### config.mk
export PLATFORM = sky130hd
export DESIGN_NAME = fifo_ctrl
export DESIGN_NICKNAME = d
export VERILOG_FILES = /design/src/rtl/fifo_ctrl.sv
export SDC_FILE = /design/constraint.sdc
export NUM_CORES = 1
export LEC_CHECK = 0
export CELL_PAD_IN_SITES_DETAIL_PLACEMENT = 0
export CELL_PAD_IN_SITES_GLOBAL_PLACEMENT = 1
export CORE_MARGIN = 8
export CORE_UTILIZATION = 22
export CTS_BUF_LIST = sky130_fd_sc_hd__clkbuf_16
export DETAILED_ROUTE_END_ITERATION = 10
export HOLD_SLACK_MARGIN = 0.02
export MAX_ROUTING_LAYER = met4
export PLACE_DENSITY_LB_ADDON = 0.1
export SLEW_MARGIN = 20
export SYNTH_ARGS = -nofsm -noshare
export SYNTH_HDL_FRONTEND = slang
export SYNTH_SLANG_ARGS = --single-unit
### constraint.sdc
create_clock -name clock -period 2.2 [get_ports clock]
set_input_delay 0.55 -clock clock [delete_from_list [all_inputs] [get_ports clock]]
set_output_delay 0.55 -clock clock [all_outputs]
set_load 0.01 [all_outputs]
### src/rtl/fifo_ctrl.sv
// rtl/fifo_ctrl.sv - FIFO pointer/handshake controller driving an external storage array
module fifo_ctrl #(
  parameter int DEPTH    = 8,
  parameter int WIDTH    = 8,
  parameter int AF_LEVEL = DEPTH/2 - 1
) (
  input  logic                     clock,
  input  logic                     resetn,
  input  logic                     in_valid,
  output logic                     in_ready,
  input  logic [WIDTH-1:0]         in_data,
  output logic                     out_valid,
  input  logic                     out_ready,
  output logic [WIDTH-1:0]         out_data,
  output logic                     mem_en,
  output logic [$clog2(DEPTH)-2:0] mem_w_addr,
  output logic [WIDTH-1:0]         mem_w_data,
  output logic [$clog2(DEPTH)-2:0] mem_r_addr,
  input  logic [WIDTH-1:0]         mem_r_data,
  output logic [$clog2(DEPTH)-1:0] count,
  output logic                     almost_full
);

  // Pointers carry one extra wrap bit above the storage address bits.
  localparam int            PW        = $clog2(DEPTH);
  localparam logic [PW-1:0] AF_THRESH = PW'(AF_LEVEL);
  localparam logic [PW-1:0] PTR_ONE   = PW'(1);

  logic [PW-1:0] wptr_q, wptr_d;
  logic [PW-1:0] rptr_q, rptr_d;
  logic          init_done_q, init_done_d;
  logic          empty, full;
  logic          wr_fire, rd_fire;

  // Status flags, handshakes and storage port wiring from the current pointers
  always_comb begin
    empty       = (wptr_q == rptr_q);
    full        = (wptr_q[PW-1] != rptr_q[PW-1]) &&
                  (wptr_q[PW-2:0] == rptr_q[PW-2:0]);
    // init_done keeps in_ready low for the first cycle out of reset
    in_ready    = init_done_q && !full;
    out_valid   = !empty;
    wr_fire     = in_valid && in_ready;
    rd_fire     = out_valid && out_ready;
    mem_en      = wr_fire;
    mem_w_addr  = wptr_q[PW-2:0];
    mem_w_data  = in_data;
    mem_r_addr  = rptr_q[PW-2:0];
    // Storage reads are combinational, so the head word is presented directly
    out_data    = mem_r_data;
    count       = wptr_q - rptr_q;
    almost_full = (count >= AF_THRESH);
  end

  // Next-state: each pointer advances independently on its own fire
  always_comb begin
    wptr_d      = wptr_q;
    rptr_d      = rptr_q;
    init_done_d = 1'b1;
    if (wr_fire) begin
      wptr_d = wptr_q + PTR_ONE;
    end
    if (rd_fire) begin
      rptr_d = rptr_q + PTR_ONE;
    end
  end

  // State registers; reset drops all stored words but leaves the array untouched
  always_ff @(posedge clock or negedge resetn) begin
    if (!resetn) begin
      wptr_q      <= '0;
      rptr_q      <= '0;
      init_done_q <= 1'b0;
    end else begin
      wptr_q      <= wptr_d;
      rptr_q      <= rptr_d;
      init_done_q <= init_done_d;
    end
  end

endmodule

==> run metrics, run 1 <==
outcome finished clean; final setup fails 0; Tmin final 2.20 ns; Fin Hold WS 0.589 ns; Die Width 67.4 µm; Antenna Nets Post-Route 0; clk buf depth 2; row cnt 18; Avg Inst Size Synth 9.86 µm²; first-pass GRT wire length 1580 µm; commonest non-fill, non-tap cell in the layout clkdlybuf4s50_1; clock skew 0.00242 ns; syn_nets 84; CP max FO 2; Avg Vias per Cell 3.81; number of global-route vias before repair 385; TNS Setup 0 ns; Crit path max-delay family adder cells; GR Util All Layers 5.12%; core area 2500 µm²; # IOs 47; grt ovf 0; count of clock tree sinks 7; slowest CP cell dfrtp_1; Die ar. 4550 µm²; Max rail drop VDD 0.000848 V; Leak 0.360 nW; drt wl/cell 11.0 µm; ANT cells 0; crit start category flop; Worst-Skew Late Latency 0.23 ns; final-report hold violation count 0; Final HPWL DP 868 µm; Starting Density 23.3%; Setup crit end kind output pin; CTS tree done; Total Wirelength 1040 µm; Sequential Power Share 16.2%; RSZ-0062 raised after global routing yes; Post-CTS Hold Buffers 0; # nets final 90; drt pass-1 iters 4; Worst Path Arrival 1.65 ns; yosys warns 0; synth-to-layout area growth 29.0%; drt drc 0; max-slew violation count 0; Setup CP Type flop to output pin; min setup slack post-route 0.00295 ns; data required time of the worst path 1.65 ns; synthesized cell area 582 µm²; sw frac 36.9%; Yosys cell types 19; f_max 455 MHz; initial drt markers 8; clock-pin slew on the worst setup and hold paths 0.04 ns; H-tree level count 1; Tot Pwr 0.00156 W; Pwr Density 2070 nW/µm²; initial antenna violation count 0; cell internal pwr 0.000982 W; flops & latches, synth 7; layout cell share with drive strength beyond 1 32.8%; Logic pwr share 64.2%; commonest cells after routing, fill and taps aside clkdlybuf4s50_1 (8), dfrtp_1 (7), buf_4 (7); Mapped Cells 59; sequential fraction of the synthesis area 30.1%; gpl congestion 0.623; Final Cycle Share 99.9%; Die Ht 67.4 µm; pre-CTS setup slack -0.197 ns; Critical path buffers and inverters 3; largest net degree at the start of global routing 8; P_sw 0.000574 W; Clock Power Share 19.6%; crit-path cells inv_2, ha_1, inv_2, fa_2, xnor2_2, a21o_1, buf_2; Crit path top cell by count inv_2; CTS root buffer clkbuf_16; Worst Hold Class primary input to async pin; total number of vias 358; setup bufs post-CTS 0; crit-path max cell delay 0.38 ns; # port buffers 14; MaxCap Viol Count 0; Num CTS Buffers 3
## per-layer routing
layer | routed length (µm) | GRT usage (%) | up-vias | share of wire [%]
li1 | - | - | 176 | -
met5 | 0 | - | - | 0
met4 | 42 | 6.01 | 0 | 4.1
met3 | 113 | 1.99 | 4 | 11
met1 | 429 | 4.39 | 162 | 41
met2 | 450 | 7.89 | 16 | 43
## repair_timing
| item | 4_1_cts | 5_1_grt |
|---|---|---|
| gates resized for setup | 11 | 7 |
| setup endpoints to repair | 5 | 4 |
| pin swaps | 1 | 1 |
## state kept, by name, summed over array words and instances, names as in the netlist
register	cells
rptr_q	3
init_done_q	1
wptr_q	3
## metrics by stage
step	instances	cell area, µm²	utilization, %
final	94	751	30.0
after global routing	94	751	30.0
after CTS	94	749	30.0
after detailed placement	90	662	26.5
after global placement	90	662	26.5
after floorplan	59	582	-
## power groups by stage
stage | Sequential [W] | Combinational (W) | Clock, W
after global routing | 0.000262 | 0.00110 | 0.000319
after detailed placement | 0.000248 | 0.00105 | 0
final | 0.000252 | 0.000999 | 0.000305
after CTS | 0.000249 | 0.00104 | 0.000312
after floorplan | 0.000249 | 0.000589 | 0
after global placement | 0.000250 | 0.00105 | 0
## cell type report
| class | count | area (µm²) |
|---|---|---|
| fill | 280 | 1750 |
| multi-input combinational | 27 | 258 |
| timing repair buffer | 21 | 183 |
| sequential | 7 | 175 |
| clock buffer | 3 | 75.1 |
| tap | 30 | 37.5 |
| inverter | 5 | 18.8 |
| clock inverter | 1 | 3.75 |
## worst paths after layout
path | from | endpoint | slack [ns] | depth (start not counted)
min in group clock | rptr_q[0] | rptr_q[0] | 0.59 | 2
setup reg to reg | wptr_q[1] | rptr_q[1] | 0.53 | 5
hold reg to reg | rptr_q[0] | rptr_q[0] | 0.59 | 2
hold / removal | resetn | rptr_q[2] | 0.59 | 1
setup / recovery | wptr_q[0] | almost_full | 0.003 | 7
max in group asynchronous | resetn | wptr_q[2] | 1.36 | 1
## synthesized netlist by cell type
master / instances / share of area [%]
xnor2_1: 4 / 6.0
nand2_1: 4 / 2.6
ha_1: 4 / 8.6
buf_4: 20 / 26
mux2_1: 1 / 1.9
conb_1: 1 / 0.64
o21ai_0: 1 / 0.86
xor2_1: 1 / 1.5
fa_1: 1 / 3.4
nand3_1: 2 / 1.7
dfrtp_1: 7 / 30
a21o_1: 1 / 1.3
mux2_4: 1 / 2.6
inv_1: 5 / 3.2
mux2_2: 1 / 1.9
o21ai_1: 2 / 1.7
o21a_1: 1 / 1.3
mux2i_1: 1 / 1.7
o211a_4: 1 / 3.0
## cell families after synthesis
logic type	count (synthesis)	share of synthesized area, %
and+or+nand+nor	6	4.30
other	1	0.645
muxes	4	8.17
DFF	7	30.1
AOI/OAI and AO/OA	6	8.17
buffers and inverters	25	29.0
adders and majority gates	5	12.0
xor gates and xnor gates	5	7.53
Note: power is estimated with default switching activity, not from simulation.
==> inputs of run 2 (changes only) <==
==> constraint.sdc (replaced) <==
create_clock -name clock -period 2.41 [get_ports clock]
set_input_delay 0.6025 -clock clock [delete_from_list [all_inputs] [get_ports clock]]
set_output_delay 0.6025 -clock clock [all_outputs]
set_load 0.01 [all_outputs]
==> run metrics, run 2 (same netlist as run 1, synthesis figures left out) <==
outcome finished clean; Final Cell Area 754 µm²; crit start category flop; final setup fails 0; # port buffers 14; Setup CP Type flop to output pin; Die ar. 4550 µm²; Die Ht 67.4 µm; Pwr Density 1910 nW/µm²; clk buf depth 2; count of clock tree sinks 7; Num CTS Buffers 3; Die Width 67.4 µm; drt wl/cell 11.6 µm; Setup crit end kind output pin; data required time of the worst path 1.81 ns; # IOs 47; TNS Setup 0 ns; Tmin final 2.33 ns; clock skew 0.00231 ns; Starting Density 23.3%; H-tree level count 1; commonest non-fill, non-tap cell in the layout clkdlybuf4s50_1; Max rail drop VDD 0.000674 V; Antenna Nets Post-Route 0; Final HPWL DP 885 µm; placed cell count 89; row cnt 18; clock-pin slew on the worst setup and hold paths 0.04 ns; cell internal pwr 0.000914 W; Worst Path Arrival 1.73 ns; Clock Power Share 19.4%; GR Util All Layers 5.40%; MaxCap Viol Count 0; ANT cells 0; Sequential Power Share 16.0%; total number of vias 365; max-slew violation count 0; RSZ-0062 raised after global routing no; largest registers rptr_q: 3 flops, wptr_q: 3 flops, init_done_q: 1 flops; CP max FO 3; Logic pwr share 64.6%; gpl congestion 0.648; slowest CP cell clkdlybuf4s50_1; Final Cycle Share 96.7%; layout cell share with drive strength beyond 1 28.1%; Post-CTS Hold Buffers 0; Tot Pwr 0.00144 W; grt ovf 0; Worst-Skew Late Latency 0.23 ns; core area 2500 µm²; fin util 30.2%; sw frac 36.4%; fill cell count 277; CTS tree done; commonest cells after routing, fill and taps aside clkdlybuf4s50_1 (10), buf_4 (7), dfrtp_1 (6); f_max 429 MHz; # nets final 90; Placed Area 654 µm²; Avg Vias per Cell 3.88; largest net degree at the start of global routing 8; drt pass-1 iters 2; final-report hold violation count 0; first-pass GRT wire length 1640 µm; crit-path max cell delay 0.53 ns; Leak 0.364 nW; number of global-route vias before repair 357; initial antenna violation count 0; drt drc 0; Total Wirelength 1090 µm; synth-to-layout area growth 29.7%; initial drt markers 2; P_sw 0.000523 W; crit-path cells ha_1, nand2_2, o21a_1, clkdlybuf4s50_1; Non-Filler Instances 94; CTS root buffer clkbuf_16; Worst Hold Class flop to flop
==> run 2: cell count changes in the layout (fill, tap and decap cells not counted), sizes merged <==
cell,delta
clkbuf,-1
clkdlybuf4s50,+2
buf,-1
==> run 2: metal layers <==
metal	vias to the layer above	wire (µm)	GRT usage, %	share of wire (%)
li1	178	-	-	-
met1	166	400	5.06	37
met2	16	483	7.29	44
met3	5	151	2.48	14
met4	0	53	6.79	4.9
met5	-	0	-	0
==> run 2: path summary, 6_finish.rpt <==
check                      depth (start not counted)  slack [ns]        end       from
max                                                4        0.08   in_ready  wptr_q[1]
min                                                2        0.59  rptr_q[2]  rptr_q[2]
max reg2reg                                        5        0.76  rptr_q[1]  wptr_q[1]
min reg2reg                                        2        0.59  rptr_q[2]  rptr_q[2]
max in group asynchronous                          1        1.50  wptr_q[1]     resetn
min in group asynchronous                          1        0.64  rptr_q[2]     resetn
==> run 2: area by class of cell <==
type / count / area (µm²) / share of cell area, %
Clock buffer: 3 / 75.1 / 9.95
Inverter: 5 / 18.8 / 2.49
Clock inverter: 1 / 3.75 / 0.498
Sequential cell: 7 / 176 / 23.4
Timing Repair Buffer: 21 / 193 / 25.5
Multi-Input combinational cell: 27 / 250 / 33.2
Tap cell: 30 / 37.5 / 4.98
==> run 2: critical path, delay by kind of cell, from the launching register on <==
| family | cells | cell delay (ns) |
|---|---|---|
| buf+inv | 1 | 0.53 |
| simple gates | 1 | 0.10 |
| compound gates | 1 | 0.11 |
| fa+ha+maj | 1 | 0.32 |
| flops | 1 | 0.43 |
==> run 2: power groups by stage <==
stage / clock (W) / combinational [W] / sequential [W]
6_report: 0.000279 / 0.000928 / 0.000230
5_1_grt: 0.000295 / 0.00102 / 0.000239
4_1_cts: 0.000288 / 0.000921 / 0.000227
3_5_place_dp: 0 / 0.000948 / 0.000233
3_3_place_gp: 0 / 0.000947 / 0.000231
2_1_floorplan: 0 / 0.000538 / 0.000227
==> run 2: metrics by stage <==
| stage | setup slack [ns] | hold slack [ns] |
|---|---|---|
| 2_1_floorplan | 0.346 | 0.307 |
| 3_3_place_gp | -0.00628 | 0.549 |
| 3_5_place_dp | -0.0151 | 0.556 |
| 4_1_cts | 0.0115 | 0.596 |
| 5_1_grt | 0.0105 | 0.632 |
| 6_report | 0.0807 | 0.587 |
==> run 2: timing repair <==
| item | CTS | global route |
|---|---|---|
| pin swaps | 1 | 0 |
| resized for setup | 5 | 5 |
| setup endpoints to repair | 4 | 3 |
| buffers inserted | 1 | 0 |
| hold endpoints to repair | 0 | 0 |
